### src/rtl/reg_access_pkg.sv
// Shared types and constants for the register access controller.
// The CHECK state is only reachable when REG_ACCESS_READBACK_EN is defined.
package reg_access_pkg;

  localparam int DEF_WIDTH = 16;
  localparam int DEF_CNT_W = 8;

  localparam logic CMD_READ  = 1'b0;
  localparam logic CMD_WRITE = 1'b1;

  typedef enum logic [2:0] {
    IDLE,
    WRITE,
    READ,
    CHECK,
    RESP
  } state_t;

endpackage

### src/rtl/reg_access_ctrl.sv
// Single-outstanding read/write initiator for a load/hold register.
// Define REG_ACCESS_READBACK_EN to verify every write by reading the register back.
module reg_access_ctrl
  import reg_access_pkg::*;
#(
  parameter int WIDTH = DEF_WIDTH,
  parameter int CNT_W = DEF_CNT_W
) (
  input  logic             clk,
  input  logic             reset,
  input  logic             cmd_valid,
  output logic             cmd_ready,
  input  logic             cmd_write,
  input  logic [WIDTH-1:0] cmd_data,
  output logic             rsp_valid,
  input  logic             rsp_ready,
  output logic [WIDTH-1:0] rsp_data,
  output logic             rsp_err,
  output logic [WIDTH-1:0] reg_write_port,
  output logic             reg_choice,
  input  logic [WIDTH-1:0] reg_read_port,
  output logic [CNT_W-1:0] txn_count
);

  state_t state;

  // rsp_data doubles as the latched write data, so CHECK compares against it directly.
  always_ff @(posedge clk or negedge reset) begin
    if (!reset) begin
      state          <= IDLE;
      cmd_ready      <= 1'b0;
      rsp_valid      <= 1'b0;
      rsp_data       <= '0;
      rsp_err        <= 1'b0;
      reg_write_port <= '0;
      reg_choice     <= 1'b0;
      txn_count      <= '0;
    end else begin
      case (state)
        IDLE: begin
          reg_choice <= 1'b0;
          rsp_valid  <= 1'b0;
          if (cmd_valid && cmd_ready) begin
            cmd_ready <= 1'b0;
            if (cmd_write == CMD_WRITE) begin
              state          <= WRITE;
              reg_choice     <= 1'b1;
              reg_write_port <= cmd_data;
              rsp_data       <= cmd_data;
              rsp_err        <= 1'b0;
            end else begin
              state <= READ;
            end
          end else begin
            cmd_ready <= 1'b1;
          end
        end

        WRITE: begin
          reg_choice <= 1'b0;
`ifdef REG_ACCESS_READBACK_EN
          state      <= CHECK;
`else
          state      <= RESP;
          rsp_valid  <= 1'b1;
`endif
        end

`ifdef REG_ACCESS_READBACK_EN
        CHECK: begin
          rsp_err   <= (reg_read_port != rsp_data);
          rsp_valid <= 1'b1;
          state     <= RESP;
        end
`endif

        READ: begin
          rsp_data  <= reg_read_port;
          rsp_err   <= 1'b0;
          rsp_valid <= 1'b1;
          state     <= RESP;
        end

        RESP: begin
          if (rsp_ready) begin
            rsp_valid <= 1'b0;
            txn_count <= txn_count + CNT_W'(1);
            cmd_ready <= 1'b1;
            state     <= IDLE;
          end
        end

        default: begin
          state      <= IDLE;
          cmd_ready  <= 1'b0;
          rsp_valid  <= 1'b0;
          reg_choice <= 1'b0;
        end
      endcase
    end
  end

endmodule

### config.mk
export PLATFORM = sky130hd
export DESIGN_NAME = reg_access_ctrl
export DESIGN_NICKNAME = d
export VERILOG_FILES = /design/src/rtl/reg_access_pkg.sv /design/src/rtl/reg_access_ctrl.sv
export SDC_FILE = /design/constraint.sdc
export NUM_CORES = 1
export LEC_CHECK = 0
export BUFFER_PORTS_ARGS = -buffer_cell sky130_fd_sc_hd__buf_2
export CAP_MARGIN = 10
export CELL_PAD_IN_SITES_DETAIL_PLACEMENT = 0
export CELL_PAD_IN_SITES_GLOBAL_PLACEMENT = 1
export CORE_MARGIN = 2
export CORE_UTILIZATION = 30
export DETAILED_ROUTE_END_ITERATION = 7
export GPL_TIMING_DRIVEN = 0
export PLACE_DENSITY = 0.66
export SLEW_MARGIN = 20
export SYNTH_ARGS = -nofsm -noshare
export SYNTH_HDL_FRONTEND = slang
export SYNTH_SLANG_ARGS = --single-unit
export TNS_END_PERCENT = 5
### constraint.sdc
create_clock -name clk -period 2.1 [get_ports clk]
set_input_delay 0.42 -clock clk [delete_from_list [all_inputs] [get_ports clk]]
set_output_delay 0.42 -clock clk [all_outputs]
set_load 0.01 [all_outputs]
==> results of run 1 <==
[power groups by stage]
stage / clock network [mW] / logic [mW] / registers, mW
floorplan: 0 / 0.653 / 1.68
global placement: 0 / 1.38 / 1.53
global route: 0.744 / 1.50 / 1.58
detailed placement: 0 / 1.40 / 1.52
finish: 0.671 / 1.36 / 1.51
CTS: 0.700 / 1.40 / 1.52
[cells in the mapped netlist (2+ instances only)]
master    n
a221o_1  16
nor2b_1   3
and2_1   16
xor2_1    2
buf_2     3
buf_6     2
mux2_1    9
mux2_2    8
and3_1    2
nand4_1   3
xnor2_1   6
buf_4     2
dfrtp_1  46
nand3_1   2
nand2_1   3
[cell families (layout without fill, tap and decap cells)]
family / after synthesis / in the layout / share of synthesized area, %
mux: 17 / 17 / 9.67
compound gates: 22 / 22 / 10.4
xor+xnor: 8 / 8 / 3.54
simple gates: 40 / 40 / 14.3
flops: 46 / 46 / 58.2
other cells: 1 / 1 / 0.189
fa+ha+maj: 1 / 1 / 0.632
buf+inv: 9 / 95 / 3.16
[metrics by stage]
stage	worst slack [ns]	hold slack, ns	instance area (um2)	total power, mW
after detailed placement	0.234	0.463	2470	2.92
after floorplan	0.582	0.124	1980	2.33
after global routing	0.0936	0.162	2590	3.82
final	0.284	0.128	2590	3.54
after CTS	0.215	0.284	2580	3.61
after global placement	0.219	0.457	2470	2.90
[worst register-to-register path, delay by kind of cell (launching register included)]
family	cells	cell delay (ns)
flops	1	0.36
simple gates	1	0.49
compound gates	2	0.48
buf+inv	2	0.39
[placed cells by master, fill, tap and decap left out, types with 6 or more instances in the layout]
cell type	Yosys	routed
buf_2	3	81
xnor2_1	6	6
mux2_2	8	8
clkbuf_8	0	6
dfrtp_1	46	46
a221o_1	16	16
mux2_1	9	9
and2_1	16	16
[worst paths after layout]
check / to / slack [ns]
setup / recovery: rsp_data[5] / 0.28
hold / removal: txn_count[2] / 0.13
setup reg to reg: rsp_data[5] / 0.28
hold reg to reg: txn_count[7] / 0.47
max in group asynchronous: rsp_valid / 1.58
min in group clk: state[1] / 0.30
[state kept, by name (all words and copies together) (netlist names)]
register	flops
reg_write_port	16
rsp_data	16
txn_count	8
state	3
cmd_ready	1
reg_choice	1
rsp_valid	1
[per-layer routing]
metal | GRT usage, % | routed length [um] | up-vias
met4 | 3.46 | 43 | 0
li1 | - | - | 696
met2 | 20.0 | 1930 | 55
met5 | 0 | 0 | -
met3 | 5.25 | 393 | 6
met1 | 17.3 | 2060 | 719
[area by class of cell]
type | instances | share of cell area, %
Sequential cell | 46 | 44.5
Multi-Input combinational cell | 89 | 29.6
Timing Repair Buffer | 79 | 15.4
Tap cell | 77 | 3.73
Clock buffer | 6 | 3.19
Buffer | 8 | 2.18
Clock inverter | 1 | 1.16
Inverter | 1 | 0.242
==> metrics.csv, run 1 <==
stage;metric;value;unit
critical_path;Critical Path RT;2.28;ns
sta;skew final;0.00817;ns
sta;Slew headroom;60.6;%
yosys;post-synth cell types;36;
cts;post-CTS setup buffers;0;
critical_path;Worst R2R Start;state[2];
global_routing;initial antenna violation count;0;
floorplan;Die ar.;0.00726;mm2
cts;clock sinks;46;
floorplan;Die Ht;85.2;um
power;Switching Fraction;33.6;%
critical_path;Setup crit start;state[2];
global_routing;number of global-route vias before repair;1475;
finish;Post-Layout Cell Count;307;
yosys;Seq cells post-synth;46;
power;leakage;1.31;nW
sta;RSZ-0062 raised after global routing;false;
yosys;ranking of synthesized cells by area;dfrtp_1 (58%), a221o_1 (8.1%), mux2_1 (5.1%);
placement;placer congestion estimate;0.706;
sta;# setup viols final;0;
sta;period utilization;86.5;%
yosys;Yosys top cell area share;58.2;%
placement;Post-DP HPWL;3170;um
global_routing;global route overflow;0;
power;combinational share of power;38.4;%
critical_path;r2r worst-path depth;5;
finish;area grow syn2layout;30.7;%
routing;Detailed Route Iter0 Violations;55;
yosys;dominant cell type by area after synthesis;dfrtp_1;
critical_path;slowest stage delay, CP;0.49;ns
critical_path;CP Launch Type;flip-flop;
cts;Root Buffer Master;clkbuf_8;
critical_path;Slowest-stage cell, CP;nor3b_2;
yosys;mean post-synth cell area;13.7;um2
power;Pint;2.35;mW
run;max_cap viols;0;
critical_path;CP arrival;2.00;ns
routing;routed len/inst;14.4;um
critical_path;family with the most delay on the worst path;simple AND/OR/NAND/NOR gates;
finish;multi-input logic area;766;um2
cts;CTS resizes;0;
yosys;Post-Syn Nets;182;
routing;drt drc;0;
finish;FILL cells;640;
floorplan;Horiz. Die Dim;85.2;um
power;P_sw;1.19;mW
critical_path;type of the worst setup path;flip-flop to flip-flop;
cts;clock slew at reported path FFs;0.09;ns
routing;DRT Wirelength;4430;um
yosys;EDFF count, synth;0;
global_routing;GR Util All Layers;13.1;%
power;peak supply drop;0.469;mV
sta;Min Clock Period, post-route;1.82;ns
yosys;top_reg_cell synth;dfrtp_1;
cts;H-tree lvl count;2;
power;Power Dens Cells;1370;mW/mm2
routing;First-pass DRT Iterations;4;
yosys;number of synthesis warnings;0;
routing;Routed Antenna Nets;0;
floorplan;starting density of the core;31.2;%
hold_path;Hold WC Path Type;primary input to async pin;
global_routing;pin count of the biggest net entering global routing;47;
finish;# diodes;0;
placement;Buffers on Ports;79;
routing;Vias;1476;
critical_path;Worst setup EP type;flip-flop;
critical_path;Crit Path Max Fanout;10;
placement;placed insts;300;
power;Sequential Power Share;42.7;%
finish;share of post-route cells with drive strength above 1;47.0;%
sta;Max Slew Vio Count;0;
sta;setup TNS;0;ns
cts;worst skew pair latency;0.30;ns
critical_path;critical path cell sequence;buf_2 -> nor3b_2 -> a21oi_2 -> buf_4 -> a221o_1;
finish;Reg area;0.00115;mm2
yosys;Synth Instances;144;
critical_path;WP buf/inv;2;
sta;Max Fclk;0.551;GHz
yosys;Cell Area, Synth;0.00198;mm2
power;Clock power frac;18.9;%
yosys;async set-reset flop share out of synthesis;100;%
cts;hold buffers post-CTS;0;
cts;Num CTS Buffers;5;
critical_path;Crit. path cell count;5;
finish;final net count;268;
yosys;post-synthesis sequential area ratio;58.2;%
global_routing;first-pass GRT wire length;7450;um
sta;Worst-Margin Slew;0.591;ns
routing;vias per cell;4.81;
floorplan;Ports;81;
floorplan;row count;29;
cts;CTS tree;done;
outcome;status;completed;
cts;clk buf depth;2;
finish;Core Util, Final;40.7;%
sta;Final Hold Viols;0;
floorplan;core region area;0.00635;mm2
No activity file was read; power rests on OpenSTA's default activity.
==> run 2: changes to the inputs <==
ABC_AREA = 1   (was unset)
PLACE_DENSITY = 0.7   (was 0.66)
==> metrics.csv, run 2 <==
stage;metric;value;unit
outcome;status;completed;
critical_path;family with the most delay on the worst path;simple AND/OR/NAND/NOR gates;
sta;Min Clock Period, post-route;1.49;ns
cts;clk buf depth;2;
sta;hold slack;0.107;ns
yosys;post-synthesis simple-gate area fraction;38.0;%
global_routing;pin count of the biggest net entering global routing;47;
sta;Slew headroom;59.3;%
yosys;complex-gate fraction of the synthesized area;0.841;%
placement;placer congestion estimate;0.708;
floorplan;Horiz. Die Dim;87.3;um
yosys;Yosys top cell area share;55.3;%
yosys;EDFF count, synth;0;
cts;post-CTS setup buffers;0;
critical_path;critical path cell sequence;nor2_4 -> nand2_4 -> nor2_8 -> inv_2 -> buf_2 -> nand2_1 -> nand2_1;
critical_path;CP Launch Type;flip-flop;
sta;Worst-Margin Slew;0.610;ns
yosys;async set-reset flop share out of synthesis;100;%
sta;period utilization;70.8;%
cts;CTS resizes;0;
critical_path;Setup crit start;state[1];
sta;setup TNS;0;ns
hold_path;Hold WC Path Type;primary input to async pin;
cts;hold buffers post-CTS;0;
routing;First-pass DRT Iterations;4;
critical_path;most frequent CP cell;nand2_1;
sta;Max Fclk;0.673;GHz
yosys;Cell Area, Synth;0.00208;mm2
global_routing;initial antenna violation count;0;
floorplan;row count;30;
yosys;most common cell in the netlist;nand2_1;
sta;RSZ-0062 raised after global routing;false;
finish;FILL cells;736;
global_routing;first-pass GRT wire length;8370;um
finish;Reg area;0.00115;mm2
power;combinational share of power;42.6;%
routing;drt drc;0;
yosys;largest family of logic cells by synthesized area;simple AND/OR/NAND/NOR gates;
power;Power Dens Cells;1310;mW/mm2
placement;Area after DPL;0.00258;mm2
finish;multi-input logic area;842;um2
critical_path;Worst R2R Setup Slack;0.61;ns
critical_path;Crit. path cell count;7;
finish;most frequent cells in the layout;nand2_1 (129), buf_2 (79), dfrtp_1 (46);
cts;CTS tree;done;
power;total power draw;3.50;mW
floorplan;Die Ht;87.3;um
sta;skew final;0.0116;ns
power;P_sw;1.41;mW
yosys;post-synthesis mux area share;0;%
critical_path;R2R Path End;reg_write_port[9];
finish;Core Util, Final;39.4;%
sta;# setup viols final;0;
placement;placed insts;404;
cts;clock slew at reported path FFs;0.09;ns
yosys;Post-Synth XOR/XNOR Area;0.841;%
power;Switching Fraction;40.2;%
finish;# diodes;0;
yosys;number of synthesis warnings;0;
power;peak supply drop;0.407;mV
routing;Vias;1777;
critical_path;r2r worst-path depth;7;
global_routing;number of global-route vias before repair;1791;
yosys;post-synth cell types;24;
global_routing;GR Util All Layers;14.0;%
power;Pint;2.09;mW
placement;Buffers on Ports;79;
yosys;post-synthesis sequential area ratio;55.3;%
critical_path;slowest stage delay, CP;0.45;ns
global_routing;global route overflow;0;
finish;final net count;369;
critical_path;Slowest-stage cell, CP;dfrtp_1;
yosys;Post-Syn Nets;283;
finish;area grow syn2layout;27.8;%
cts;Root Buffer Master;clkbuf_8;
critical_path;CP arrival;1.67;ns
power;Clock power frac;14.7;%
yosys;ranking of synthesized cells by area;dfrtp_1 (55%), nand2_1 (23%), and2_1 (4.8%);
critical_path;Worst setup EP type;flip-flop;
floorplan;starting density of the core;30.8;%
cts;H-tree lvl count;2;
finish;largest registers;reg_write_port x16, rsp_data x16, txn_count x8;
routing;vias per cell;4.32;
critical_path;type of the worst setup path;flip-flop to flip-flop;
power;leakage;1.50;nW
placement;Setup WS pre-CTS;0.577;ns
critical_path;Worst Setup EP;reg_write_port[9];
routing;Detailed Route Iter0 Violations;63;
yosys;Synth Instances;245;
routing;Routed Antenna Nets;0;
sta;Final Hold Viols;0;
finish;Final Cell Area;0.00266;mm2
floorplan;Die ar.;0.00762;mm2
cts;clock sinks;46;
critical_path;Worst R2R Start;state[1];
floorplan;Ports;81;
routing;DRT Wirelength;5070;um
cts;worst skew pair latency;0.29;ns
sta;Max Slew Vio Count;0;
cts;Num CTS Buffers;5;
power;Sequential Power Share;42.6;%
routing;routed len/inst;12.3;um
yosys;mean post-synth cell area;8.50;um2
finish;share of post-route cells with drive strength above 1;32.3;%
finish;Post-Layout Cell Count;411;
run;max_cap viols;0;
floorplan;core region area;0.00676;mm2
yosys;dominant cell type by area after synthesis;dfrtp_1;
yosys;synthesized-area fraction occupied by adder cells;0.601;%
sta;Final WS setup;0.614;ns
yosys;top cells by instance count after synthesis;nand2_1 (129), dfrtp_1 (46), and2_1 (16);
critical_path;Critical Path RT;2.29;ns
critical_path;Crit Path Max Fanout;10;
placement;Post-DP HPWL;3620;um
finish;commonest non-fill, non-tap cell in the layout;nand2_1;
yosys;Seq cells post-synth;46;
critical_path;WP buf/inv;2;
yosys;top_reg_cell synth;dfrtp_1;
## run 2: cell types whose count changed after synthesis, sizes merged, moves of 3 or more
cell / previous run / this run
nand2: 4 / 139
nor2: 0 / 10
nand3: 2 / 7
inv: 1 / 11
nand4: 3 / 0
nor2b: 3 / 0
a221o: 16 / 0
mux2: 17 / 0
xnor2: 6 / 1
## run 2: power by group through the flow
stage	Clock [mW]	Sequential (mW)	Combinational [mW]
6_report	0.515	1.49	1.49
3_3_place_gp	0	1.51	1.50
3_5_place_dp	0	1.50	1.54
4_1_cts	0.552	1.49	1.53
2_1_floorplan	0	1.65	0.751
5_1_grt	0.572	1.54	1.70
## run 2: how the worst min path moves through the flow
| stage | from | to | slack (ns) | cells after the start |
|---|---|---|---|---|
| 2_1_floorplan | reset | cmd_ready | 0.12 | 0 |
| 3_3_place_gp | reg_write_port[14] | reg_write_port[14] | 0.45 | 2 |
| 3_5_place_dp | reg_write_port[14] | reg_write_port[14] | 0.45 | 2 |
| 4_1_cts | cmd_write | state[1] | 0.29 | 2 |
| 5_1_grt | reset | cmd_ready | 0.17 | 1 |
| 6_report | reset | cmd_ready | 0.11 | 1 |
## run 2: cell families (layout without fill, tap and decap cells)
family                     after synthesis  after routing
AOI/OAI and AO/OA                        3              3
xor gates and xnor gates                 2              2
adders and majority gates                1              1
buffers and inverters                   16            102
DFF                                     46             46
other                                    1              1
and+or+nand+nor                        176            176
## run 2: layout make-up
type	instances	area share [%]
inverter	11	1.55
clock buffer	6	2.73
clock inverter	1	0.282
sequential	46	43.3
tap	80	3.76
timing repair buffer	79	15.0
buffer	5	1.79
multi-input combinational	183	31.7
## run 2: per-layer routing
metal	routed length, um	GRT usage, %	part of all wire [%]	up-vias
li1	-	-	-	908
met1	2330	17.8	46	812
met2	2330	22.9	46	50
met3	319	4.36	6.3	7
met4	86	4.34	1.7	0
met5	0	0	0	-
